[src/rtl/serial_add_pkg.sv]
// Shared types and helpers for the serial-adder controller and its adder.
// SERIAL_ADD_OVF_EN enables the carry-out (ovf) path in the controller.
package serial_add_pkg;

   localparam int DEFAULT_WIDTH = 4;

   typedef enum logic [2:0] {
      IDLE  = 3'd0,
      LOAD  = 3'd1,
      SHIFT = 3'd2,
      CAPT  = 3'd3,
      DONE  = 3'd4
   } state_t;

   // Carry-out recovered from the operand MSBs and the sum MSB.
   function automatic logic carry_out(input logic a_msb, input logic b_msb, input logic s_msb);
      return (a_msb & b_msb) | ((a_msb | b_msb) & ~s_msb);
   endfunction

   function automatic logic maj3(input logic x, input logic y, input logic z);
      return (x & y) | (x & z) | (y & z);
   endfunction

endpackage

[src/rtl/serial_add_ctrl_if.sv]
// Operand/result handshake bundle between a client and serial_add_ctrl.
interface serial_add_ctrl_if
   import serial_add_pkg::*;
#(
   parameter int WIDTH = DEFAULT_WIDTH
);
   logic             in_valid;
   logic             in_ready;
   logic [WIDTH-1:0] op_a;
   logic [WIDTH-1:0] op_b;
   logic             out_valid;
   logic             out_ready;
   logic [WIDTH-1:0] sum;

   modport master (
      output in_valid, op_a, op_b, out_ready,
      input  in_ready, out_valid, sum
   );

   modport slave (
      input  in_valid, op_a, op_b, out_ready,
      output in_ready, out_valid, sum
   );
endinterface

[src/rtl/serial_add_top.sv]
// Integration wrapper: controller plus serial adder sharing one WIDTH.
// SERIAL_ADD_OVF_EN exposes the controller's ovf port.
module serial_add_top
   import serial_add_pkg::*;
#(
   parameter int WIDTH = DEFAULT_WIDTH
) (
   input  logic             clk,
   input  logic             reset_n,
   serial_add_ctrl_if.slave bus
`ifdef SERIAL_ADD_OVF_EN
   ,
   output logic             ovf
`endif
);
   logic             add_ctrl;
   logic [WIDTH-1:0] add_a;
   logic [WIDTH-1:0] add_b;
   logic [WIDTH-1:0] add_result;

   serial_add_ctrl #(.WIDTH(WIDTH)) u_ctrl (
      .clk        (clk),
      .reset_n    (reset_n),
      .bus        (bus),
      .add_ctrl   (add_ctrl),
      .add_a      (add_a),
      .add_b      (add_b),
      .add_result (add_result)
`ifdef SERIAL_ADD_OVF_EN
      ,
      .ovf        (ovf)
`endif
   );

   serial_adder #(.WIDTH(WIDTH)) u_adder (
      .clk     (clk),
      .reset_n (reset_n),
      .ctrl    (add_ctrl),
      .a       (add_a),
      .b       (add_b),
      .result  (add_result)
   );
endmodule

[src/rtl/serial_adder.sv]
// Bit-serial adder: ctrl=0 loads a/b and clears carry, ctrl=1 adds one bit per cycle
// into the top of register A; after WIDTH shifts A holds the sum.
module serial_adder
   import serial_add_pkg::*;
#(
   parameter int WIDTH = DEFAULT_WIDTH
) (
   input  logic             clk,
   input  logic             reset_n,
   input  logic             ctrl,
   input  logic [WIDTH-1:0] a,
   input  logic [WIDTH-1:0] b,
   output logic [WIDTH-1:0] result
);
   logic [WIDTH-1:0] a_r;
   logic [WIDTH-1:0] b_r;
   logic             carry_r;
   logic             sum_bit_s;

   // Full-add of the current LSBs with the stored carry.
   always_comb begin
      sum_bit_s = a_r[0] ^ b_r[0] ^ carry_r;
   end

   // Load or shift the operand registers.
   always_ff @(posedge clk or negedge reset_n) begin
      if (!reset_n) begin
         a_r     <= '0;
         b_r     <= '0;
         carry_r <= 1'b0;
      end else if (!ctrl) begin
         a_r     <= a;
         b_r     <= b;
         carry_r <= 1'b0;
      end else begin
         a_r     <= {sum_bit_s, a_r[WIDTH-1:1]};
         b_r     <= {1'b0, b_r[WIDTH-1:1]};
         carry_r <= maj3(a_r[0], b_r[0], carry_r);
      end
   end

   assign result = a_r;
endmodule

[src/rtl/serial_add_ctrl.sv]
// Handshake controller that sequences an external serial adder through load/shift/capture.
// SERIAL_ADD_OVF_EN adds the registered carry-out port ovf.
module serial_add_ctrl
   import serial_add_pkg::*;
#(
   parameter int WIDTH = DEFAULT_WIDTH
) (
   input  logic             clk,
   input  logic             reset_n,
   serial_add_ctrl_if.slave bus,
   output logic             add_ctrl,
   output logic [WIDTH-1:0] add_a,
   output logic [WIDTH-1:0] add_b,
   input  logic [WIDTH-1:0] add_result
`ifdef SERIAL_ADD_OVF_EN
   ,
   output logic             ovf
`endif
);
   localparam int             CW   = $clog2(WIDTH);
   localparam logic [CW-1:0]  LAST = CW'(WIDTH - 1);

   state_t           state_r;
   state_t           state_nx;
   logic [CW-1:0]    cnt_r;
   logic [WIDTH-1:0] a_q;
   logic [WIDTH-1:0] b_q;
   logic [WIDTH-1:0] sum_r;
   logic             in_ready_r;
   logic             out_valid_r;
   logic             add_ctrl_r;
`ifdef SERIAL_ADD_OVF_EN
   logic             ovf_r;
`endif

   // Next-state decode.
   always_comb begin
      state_nx = state_r;
      case (state_r)
         IDLE:    if (bus.in_valid) state_nx = LOAD;  else state_nx = IDLE;
         LOAD:    state_nx = SHIFT;
         SHIFT:   if (cnt_r == LAST) state_nx = CAPT; else state_nx = SHIFT;
         CAPT:    state_nx = DONE;
         DONE:    if (bus.out_ready) state_nx = IDLE; else state_nx = DONE;
         default: state_nx = IDLE;
      endcase
   end

   // State, counter, operand/result registers; outputs are registered from the next state.
   always_ff @(posedge clk or negedge reset_n) begin
      if (!reset_n) begin
         state_r     <= IDLE;
         cnt_r       <= '0;
         a_q         <= '0;
         b_q         <= '0;
         sum_r       <= '0;
         in_ready_r  <= 1'b1;
         out_valid_r <= 1'b0;
         add_ctrl_r  <= 1'b0;
`ifdef SERIAL_ADD_OVF_EN
         ovf_r       <= 1'b0;
`endif
      end else begin
         state_r     <= state_nx;
         in_ready_r  <= (state_nx == IDLE);
         out_valid_r <= (state_nx == DONE);
         add_ctrl_r  <= (state_nx == SHIFT);
         if (state_r == IDLE && bus.in_valid) begin
            a_q <= bus.op_a;
            b_q <= bus.op_b;
         end
         // Counter saturates at LAST so it never wraps while shifting.
         if (state_r == LOAD) begin
            cnt_r <= '0;
         end else if (state_r == SHIFT && cnt_r != LAST) begin
            cnt_r <= cnt_r + CW'(1);
         end
         if (state_r == CAPT) begin
            sum_r <= add_result;
`ifdef SERIAL_ADD_OVF_EN
            ovf_r <= carry_out(a_q[WIDTH-1], b_q[WIDTH-1], add_result[WIDTH-1]);
`endif
         end
      end
   end

   assign bus.in_ready  = in_ready_r;
   assign bus.out_valid = out_valid_r;
   assign bus.sum       = sum_r;
   assign add_ctrl      = add_ctrl_r;
   assign add_a         = a_q;
   assign add_b         = b_q;
`ifdef SERIAL_ADD_OVF_EN
   assign ovf           = ovf_r;
`endif
endmodule

[src/flat_wrapper.sv]
// flat-port wrapper written by rule: the top's interface ports become plain ports
module serial_add_top_flat import serial_add_pkg::*;
#(
   parameter int WIDTH = DEFAULT_WIDTH
)
  (clk, reset_n, bus_in_valid, bus_op_a, bus_op_b, bus_out_ready, bus_in_ready, bus_out_valid, bus_sum);
  serial_add_ctrl_if #(.WIDTH(WIDTH)) bus_i ();
  input  logic clk;
  input  logic reset_n;
  input wire logic [$bits(bus_i.in_valid)-1:0] bus_in_valid;
  input wire logic [$bits(bus_i.op_a)-1:0] bus_op_a;
  input wire logic [$bits(bus_i.op_b)-1:0] bus_op_b;
  input wire logic [$bits(bus_i.out_ready)-1:0] bus_out_ready;
  output wire logic [$bits(bus_i.in_ready)-1:0] bus_in_ready;
  output wire logic [$bits(bus_i.out_valid)-1:0] bus_out_valid;
  output wire logic [$bits(bus_i.sum)-1:0] bus_sum;
  assign bus_i.in_valid = bus_in_valid;
  assign bus_i.op_a = bus_op_a;
  assign bus_i.op_b = bus_op_b;
  assign bus_i.out_ready = bus_out_ready;
  assign bus_in_ready = bus_i.in_ready;
  assign bus_out_valid = bus_i.out_valid;
  assign bus_sum = bus_i.sum;
  serial_add_top #(.WIDTH(WIDTH)) u_core (.clk(clk), .reset_n(reset_n), .bus(bus_i));
endmodule
[config.mk]
export PLATFORM = sky130hd
export DESIGN_NAME = serial_add_top_flat
export DESIGN_NICKNAME = d
export VERILOG_FILES = /design/src/rtl/serial_add_pkg.sv /design/src/rtl/serial_add_ctrl_if.sv /design/src/rtl/serial_add_top.sv /design/src/rtl/serial_adder.sv /design/src/rtl/serial_add_ctrl.sv /design/src/flat_wrapper.sv
export SDC_FILE = /design/constraint.sdc
export NUM_CORES = 1
export LEC_CHECK = 0
export ABC_AREA = 1
export BUFFER_PORTS_ARGS = -buffer_cell sky130_fd_sc_hd__buf_2
export CORE_MARGIN = 1
export CORE_UTILIZATION = 49
export CTS_CLUSTER_SIZE = 14
export DETAILED_ROUTE_END_ITERATION = 16
export MAX_ROUTING_LAYER = met4
export PLACE_DENSITY = 0.73
export SYNTH_ARGS = -nofsm -noshare
export SYNTH_HDL_FRONTEND = slang
export SYNTH_SLANG_ARGS = --single-unit
[constraint.sdc]
create_clock -name clk -period 1.1 [get_ports clk]
set_input_delay 0.055 -clock clk [delete_from_list [all_inputs] [get_ports clk]]
set_output_delay 0.055 -clock clk [all_outputs]
set_load 0.01 [all_outputs]
==> impl_results.md, run 1 <==
* Status: finished, violations left
* Failing checks: setup timing
* Pre-Repair DR Iteration Count at 4
* First-pass GRT wire length at 3.746 mm
* WP data required at 1.32 ns
* PD cells at 2818 nW/µm²
* Area of the core at 2276 µm²
* Die width at 51.82 µm
* Num CTS Buffers at 5
* Routed vias at 874
* Multi-input combinational cell area at 427.9 µm²
* Number of I/O pins at 18
* Seq cells post-synth at 29
* Post-Place Cells at 165
* Remaining Overflow, GRT at 0
* Die area at 2685 µm²
* Initial antenna violation count at 0
* Final Util at 71.19%
* Max-slew headroom at 76.46%
* Vias in the first global route at 897
* Worst Setup End Kind: register
* Worst-Skew Late Latency at 0.33 ns
* Mapped Nets at 129
* Number of buffers added on ports at 17
* Worst VDD drop at 1.729 mV
* Via/cell ratio at 4.699
* Share of layout cells above drive strength 1 at 38.61%
* Synthesized cell area at 1216 µm²
* Achievable frequency at 898.5 MHz
* Final Hold Viols at 0
* Worst-margin pin slew at 0.3531 ns
* Sequential standard cell area at 730.7 µm²
* Crit path max fanout at 5
* Area Growth Syn to Fin at 33.23%
* Synth Area in Adders at 2.675%
* Die Y at 51.82 µm
* Hold path cells at 4
* Post-DP Area at 1381 µm²
* Root Driver: clkbuf_4
* Syn Area/Cell at 10.58 µm²
* TritonCTS clock tree: built
* Routed len/inst at 12.23 µm
* Overall Global Routing Usage at 21.19%
* Worst r2r path cells at 5
* Final setup viols at 4
* Max clock buf depth at 2
* Sequential element share of the synthesized area at 59.77%
* Row count at 17
* Post-Layout Inst Area at 1620 µm²
* Static Leak at 0.8349 nW
* Final worst slack at -0.01293 ns
* Startpoint types: register
* # Max-Cap Violations at 0
* Crit share post-route at 101.2%
* Clock skew at 0.008409 ns
* Synth cell types at 22
* Final Max Tran Viols at 0
* HP Class: in -> reg
* YS warnings at 0
* Clk slew on worst S/H paths at 0.09 ns
* Critical path class: reg -> reg
* Layout Nets at 171
* Non-filler cells, final at 186
* Fill cell count at 169
* Detailed placer's ending HPWL at 1.360 mm
* Synth Area in Compound Gates at 9.465%
* Final ANT Viol Nets at 0
* Largest net degree at the start of global routing at 16
* Total Power at 4.566 mW
* Crit path arrival time at 1.34 ns
* Cell count after synthesis at 115
* H-tree Lvls at 2
* Clock Sink Count at 29
* Simple-Gate Fraction of Synth Area at 19.14%
* DR iter-0 viols at 17
* Starting Density at 53.44%
* Routability cong. at 0.7777
* WL final at 2.274 mm
* RSZ-0062 raised after global routing: yes
* Place WS at -0.05012 ns
* Residual DRC at 0
* Post-synthesis mux area share at 0%
* Ant diodes at 0
* Final min period at 1.113 ns
* Post-synthesis xor/xnor area fraction at 0%
* Largest family of logic cells by synthesized area: simple AND/OR/NAND/NOR gates
==> state kept, by name, summed over array words and instances (netlist names) <==
register	count
u_core.u_ctrl.state_r	3
u_core.u_adder.b_r	4
u_core.u_ctrl.bus.in_ready	1
u_core.u_ctrl.bus.sum	4
u_core.u_adder.result	4
u_core.u_ctrl.add_a	4
u_core.u_ctrl.add_ctrl	1
u_core.u_ctrl.cnt_r	2
u_core.u_ctrl.add_b	4
u_core.u_adder.carry_r	1
u_core.u_ctrl.bus.out_valid	1
==> cell usage after synthesis <==
| cell | n | area (µm²) |
|---|---|---|
| nand3_2 | 1 | 10.01 |
| dfstp_2 | 1 | 26.28 |
| dfrtp_1 | 28 | 700.7 |
| fa_1 | 1 | 20.02 |
| nand3_4 | 1 | 17.52 |
| o21ai_0 | 8 | 40.04 |
| bufinv_8 | 1 | 17.52 |
| nand2_1 | 29 | 108.9 |
| nand3b_4 | 1 | 20.02 |
| a21oi_2 | 1 | 8.760 |
| o21ai_2 | 7 | 61.31 |
| buf_8 | 1 | 15.01 |
| buf_2 | 1 | 5.000 |
| nor2_4 | 1 | 11.26 |
| ha_1 | 1 | 12.51 |
| nand4_1 | 2 | 12.51 |
| nor3_2 | 1 | 10.01 |
| nand2_2 | 1 | 6.260 |
| o21ai_1 | 1 | 5.000 |
| inv_1 | 19 | 71.32 |
| nor2_1 | 3 | 11.26 |
| nand3_1 | 5 | 25.02 |
==> layer usage <==
layer / GRT usage [%] / part of all wire [%] / vias to the layer above
met3: 6.140 / 4.7 / 3
met2: 35.04 / 50 / 20
li1: - / - / 448
met4: 12.16 / 1.2 / 0
met5: - / 0 / -
met1: 22.48 / 44 / 403
==> worst max-delay path, stage by stage, from the launching register on <==
cell and delay [ns]:
dfrtp_1 0.39, ha_2 0.19, inv_2 0.04, nand4_1 0.18, nand3_1 0.14, o21ai_1 0.06
==> metrics by stage <==
stage	hold WS (ns)	setup TNS, ns
6_report	0.01381	-0.02775
5_1_grt	0.01137	-0.6206
4_1_cts	0.007316	-0.002902
3_5_place_dp	-0.01729	-0.09562
3_3_place_gp	-0.02204	-0.004353
2_1_floorplan	-0.2406	0
==> worst paths after layout <==
path	start	end	slack, ns
max	u_core.u_ctrl.cnt_r[1]$_DFFE_PN0P_	u_core.u_ctrl.cnt_r[0]$_DFFE_PN0P_	-0.01
min	bus_out_ready	u_core.u_ctrl.bus.out_valid$_DFF_PN0_	0.01
max reg2reg	u_core.u_ctrl.cnt_r[1]$_DFFE_PN0P_	u_core.u_ctrl.cnt_r[0]$_DFFE_PN0P_	-0.01
min reg2reg	u_core.u_adder.b_r[3]$_DFF_PN0_	u_core.u_adder.b_r[2]$_DFF_PN0_	0.47
max in group asynchronous	reset_n	u_core.u_ctrl.bus.in_ready$_DFF_PN1_	0.46
min in group asynchronous	reset_n	u_core.u_ctrl.add_a[3]$_DFFE_PN0P_	0.15
==> power breakdown <==
part,internal (mW),switching (mW)
Sequential,1.58,0.268
Combinational,0.782,1.02
Clock,0.543,0.375
==> cell families (layout without fill, tap and decap cells) <==
family | Yosys count | after routing
flops | 29 | 29
buf+inv | 22 | 63
simple gates | 45 | 47
fa+ha+maj | 2 | 2
compound gates | 17 | 17
==> cell usage in the layout (no fill, tap or decap), types with 2 or more instances in the layout <==
cell type / count
clkbuf_4: 5
inv_2: 2
dfrtp_1: 25
o21ai_0: 7
nand3_4: 3
o21ai_1: 2
nand2_2: 4
buf_2: 17
inv_1: 17
o21ai_2: 7
buf_4: 7
dlygate4sd3_1: 9
nand3_1: 5
nand4_1: 2
nor2_1: 2
dfrtp_2: 3
nand2_1: 26
==> cell type report <==
cell class	instances	share of cell area, %
sequential	29	45.10
clock inverter	1	1.853
timing repair buffer	35	15.98
multi-input combinational	66	26.41
clock buffer	7	3.398
inverter	20	5.097
tap	28	2.162
==> what timing repair did <==
item,4_1_cts,5_1_grt
buffers inserted,0,2
hold buffers,9,0
hold endpoints to repair,36,0
endpoints found under the setup margin,13,12
pin swaps,3,5
gates resized for setup,6,9
cloned,1,1
No activity file was read; power rests on OpenSTA's default activity.
==> run 2: changes to the inputs <==
--- a/config.mk
+++ b/config.mk
@@ -8,11 +8,10 @@
 export ABC_AREA = 1
 export BUFFER_PORTS_ARGS = -buffer_cell sky130_fd_sc_hd__buf_2
 export CORE_MARGIN = 1
-export CORE_UTILIZATION = 49
+export CORE_UTILIZATION = 36
 export CTS_CLUSTER_SIZE = 14
 export DETAILED_ROUTE_END_ITERATION = 16
 export MAX_ROUTING_LAYER = met4
-export PLACE_DENSITY = 0.73
 export SYNTH_ARGS = -nofsm -noshare
 export SYNTH_HDL_FRONTEND = slang
 export SYNTH_SLANG_ARGS = --single-unit
==> impl_results.md, run 2 (same netlist as run 1, synthesis figures left out) <==
* Met2 wire len at 975 µm (was 1.128 mm)
* Die area at 3614 µm² (was 2685 µm²)
* Worst r2r path cells at 5 (unchanged)
* # Max-Cap Violations at 0 (unchanged)
* Row count at 20 (was 17)
* Worst-Skew Late Latency at 0.32 ns (was 0.33 ns)
* Final Hold Viols at 0 (unchanged)
* Number of buffers added on ports at 17 (unchanged)
* Combinational fraction of design power at 41.0% (was 39.4%)
* Vias in the first global route at 830 (was 897)
* Final worst slack at 0.01155 ns (was -0.01293 ns)
* Root Driver: clkbuf_4 (unchanged)
* TNS Setup at 0 ns (was -0.02775 ns)
* Routed vias at 873 (was 874)
* Levels on crit path at 5 (unchanged)
* Crit path arrival time at 1.35 ns (was 1.34 ns)
* Fill cell count at 281 (was 169)
* Residual DRC at 0 (unchanged)
* NetSw at 1.554 mW (was 1.659 mW)
* Num CTS Buffers at 5 (unchanged)
* Ant diodes at 0 (unchanged)
* Wire length on met1 at 1.047 mm (was 1.011 mm)
* Hold path cells at 4 (unchanged)
* Share of layout cells above drive strength 1 at 35.44% (was 38.61%)
* WL final at 2.152 mm (was 2.274 mm)
* Worst-margin pin slew at 0.3347 ns (was 0.3531 ns)
* Static Leak at 0.8292 nW (was 0.8349 nW)
* Clock Sink Count at 29 (unchanged)
* Final min period at 1.088 ns (was 1.113 ns)
* Sequential standard cell area at 728.2 µm² (was 730.7 µm²)
* Pre-Repair DR Iteration Count at 3 (was 4)
* H-tree Lvls at 2 (unchanged)
* Critical Path, Cell by Cell: ha_2 > inv_2 > nand4_1 > buf_4 > nand2_1 (was ha_2 > inv_2 > nand4_1 > nand3_1 > o21ai_1)
* Worst Setup End Kind: register (unchanged)
* Via/cell ratio at 4.322 (was 4.699)
* TritonCTS clock tree: built (unchanged)
* Worst VDD drop at 0.9621 mV (was 1.729 mV)
* First-pass GRT wire length at 3.601 mm (was 3.746 mm)
* Final ANT Viol Nets at 0 (unchanged)
* Largest net degree at the start of global routing at 17 (was 16)
* Clk slew on worst S/H paths at 0.09 ns (about the same)
* Number of I/O pins at 18 (unchanged)
* Post-Place Cells at 182 (was 165)
* PD cells at 2634 nW/µm² (was 2818 nW/µm²)
* Switching Share at 37.08% (was 36.33%)
* Sequential Power Share at 43.5% (was 40.5%)
* WP data required at 1.36 ns (was 1.32 ns)
* Clock skew at 0.006697 ns (was 0.008409 ns)
* Startpoint types: register (unchanged)
* Crit share post-route at 98.95% (was 101.2%)
* Starting Density at 38.88% (was 53.44%)
* Overall Global Routing Usage at 14.76% (was 21.19%)
* Post-DP Area at 1409 µm² (was 1381 µm²)
* Die Y at 60.12 µm (was 51.82 µm)
* Top sig layer: met4 (unchanged)
* Remaining Overflow, GRT at 0 (unchanged)
* Routed len/inst at 10.65 µm (was 12.23 µm)
* CP max-delay cell: dfrtp_1 (unchanged)
* Die width at 60.12 µm (was 51.82 µm)
* Final Max Tran Viols at 0 (unchanged)
* DR WL met3 at 76 µm (was 106 µm)
* Area Growth Syn to Fin at 30.86% (was 33.23%)
* Delay-heaviest family, CP: flip-flops (unchanged)
* Routability cong. at 0.7389 (was 0.7777)
* Crit path max fanout at 5 (unchanged)
* Layout Nets at 172 (was 171)
* Total Power at 4.192 mW (was 4.566 mW)
* Final setup viols at 0 (was 4)
* Clk pwr share at 15.5% (was 20.1%)
* Worst Path Buf+Inv at 2 (was 1)
* Area of the core at 3128 µm² (was 2276 µm²)
* Status: complete, no violations (was finished, violations left)
* HP Class: in -> reg (unchanged)
* Final hold slack at 0.02179 ns (was 0.01381 ns)
* Post-Layout Inst Area at 1592 µm² (was 1620 µm²)
* Leading cell type in the layout, fill and taps excluded: nand2_1 (unchanged)
* Place WS at -0.04366 ns (was -0.05012 ns)
* Max-slew headroom at 77.69% (was 76.46%)
* RSZ-0062 raised after global routing: yes (unchanged)
* Internal power at 2.638 mW (was 2.907 mW)
* Critical path class: reg -> reg (unchanged)
* Commonest cells after routing, fill and taps aside: nand2_1 (29), dfrtp_1 (27), buf_2 (17) (was nand2_1 (26), dfrtp_1 (25), inv_1 (17), buf_2 (17), dlygate4sd3_1 (9))
* Achievable frequency at 918.7 MHz (was 898.5 MHz)
* Initial antenna violation count at 0 (unchanged)
* Max clock buf depth at 2 (unchanged)
* Non-filler cells, final at 202 (was 186)
* Multi-input combinational cell area at 400.4 µm² (was 427.9 µm²)
* Final Util at 50.88% (was 71.19%)
* DR iter-0 viols at 19 (was 17)
* Slowest cell delay on critical path at 0.39 ns (about the same)
run 2: cell count changes in the layout (fill, tap and decap cells not counted):
cell,delta
bufinv_16,-1
nor2_1,+1
inv_1,-1
dfrtp_1,+2
nand2_1,+3
nor2_2,-1
nand3_4,-1
dfrtp_2,-2
buf_4,+3
buf_6,-1
inv_2,+1
nand2_2,-3
run 2: area by class of cell:
| type | instances | area share, % |
|---|---|---|
| clock buffer | 7 | 3.459 |
| timing repair buffer | 37 | 16.98 |
| sequential | 29 | 45.75 |
| multi-input combinational | 65 | 25.16 |
| tap | 44 | 3.459 |
| inverter | 20 | 5.189 |
run 2: tightest hold or removal path: cells and delay by family:
kind | cells | cell delay, ns
buffers and inverters | 2 | 0.11
AND/OR/NAND/NOR | 2 | 0.14
run 2: timing repair:
action / in CTS / in global routing
hold endpoints to repair: 37 / 0
endpoints found under the setup margin: 13 / 11
gates resized for setup: 5 / 3
cloned: 1 / 0
pin swaps: 6 / 3
hold buffers: 9 / 0
setup buffers: 2 / 1
run 2: power by group through the flow:
stage	Combinational (mW)	Sequential, mW	Clock (mW)
finish	1.72	1.82	0.650
global route	1.96	1.87	0.729
CTS	1.74	1.82	0.680
detailed placement	1.61	1.82	0
global placement	1.56	1.80	0
floorplan	1.07	1.87	0
run 2: worst paths after layout:
| path | startpoint | to | slack, ns |
|---|---|---|---|
| max | u_core.u_ctrl.cnt_r[1]$_DFFE_PN0P_ | u_core.u_ctrl.add_ctrl$_DFF_PN0_ | 0.01 |
| min | bus_out_ready | u_core.u_ctrl.bus.out_valid$_DFF_PN0_ | 0.02 |
| max reg2reg | u_core.u_ctrl.cnt_r[1]$_DFFE_PN0P_ | u_core.u_ctrl.add_ctrl$_DFF_PN0_ | 0.01 |
| min reg2reg | u_core.u_adder.b_r[3]$_DFF_PN0_ | u_core.u_adder.b_r[2]$_DFF_PN0_ | 0.47 |
| max in group asynchronous | reset_n | u_core.u_ctrl.state_r[2]$_DFF_PN0_ | 0.54 |
| min in group asynchronous | reset_n | u_core.u_ctrl.bus.out_valid$_DFF_PN0_ | 0.16 |
run 2: routing by layer:
layer	up-vias	global-route usage, %
met2	22	22.14
met5	-	-
met1	396	17.17
li1	448	-
met4	0	7.973
met3	7	5.195
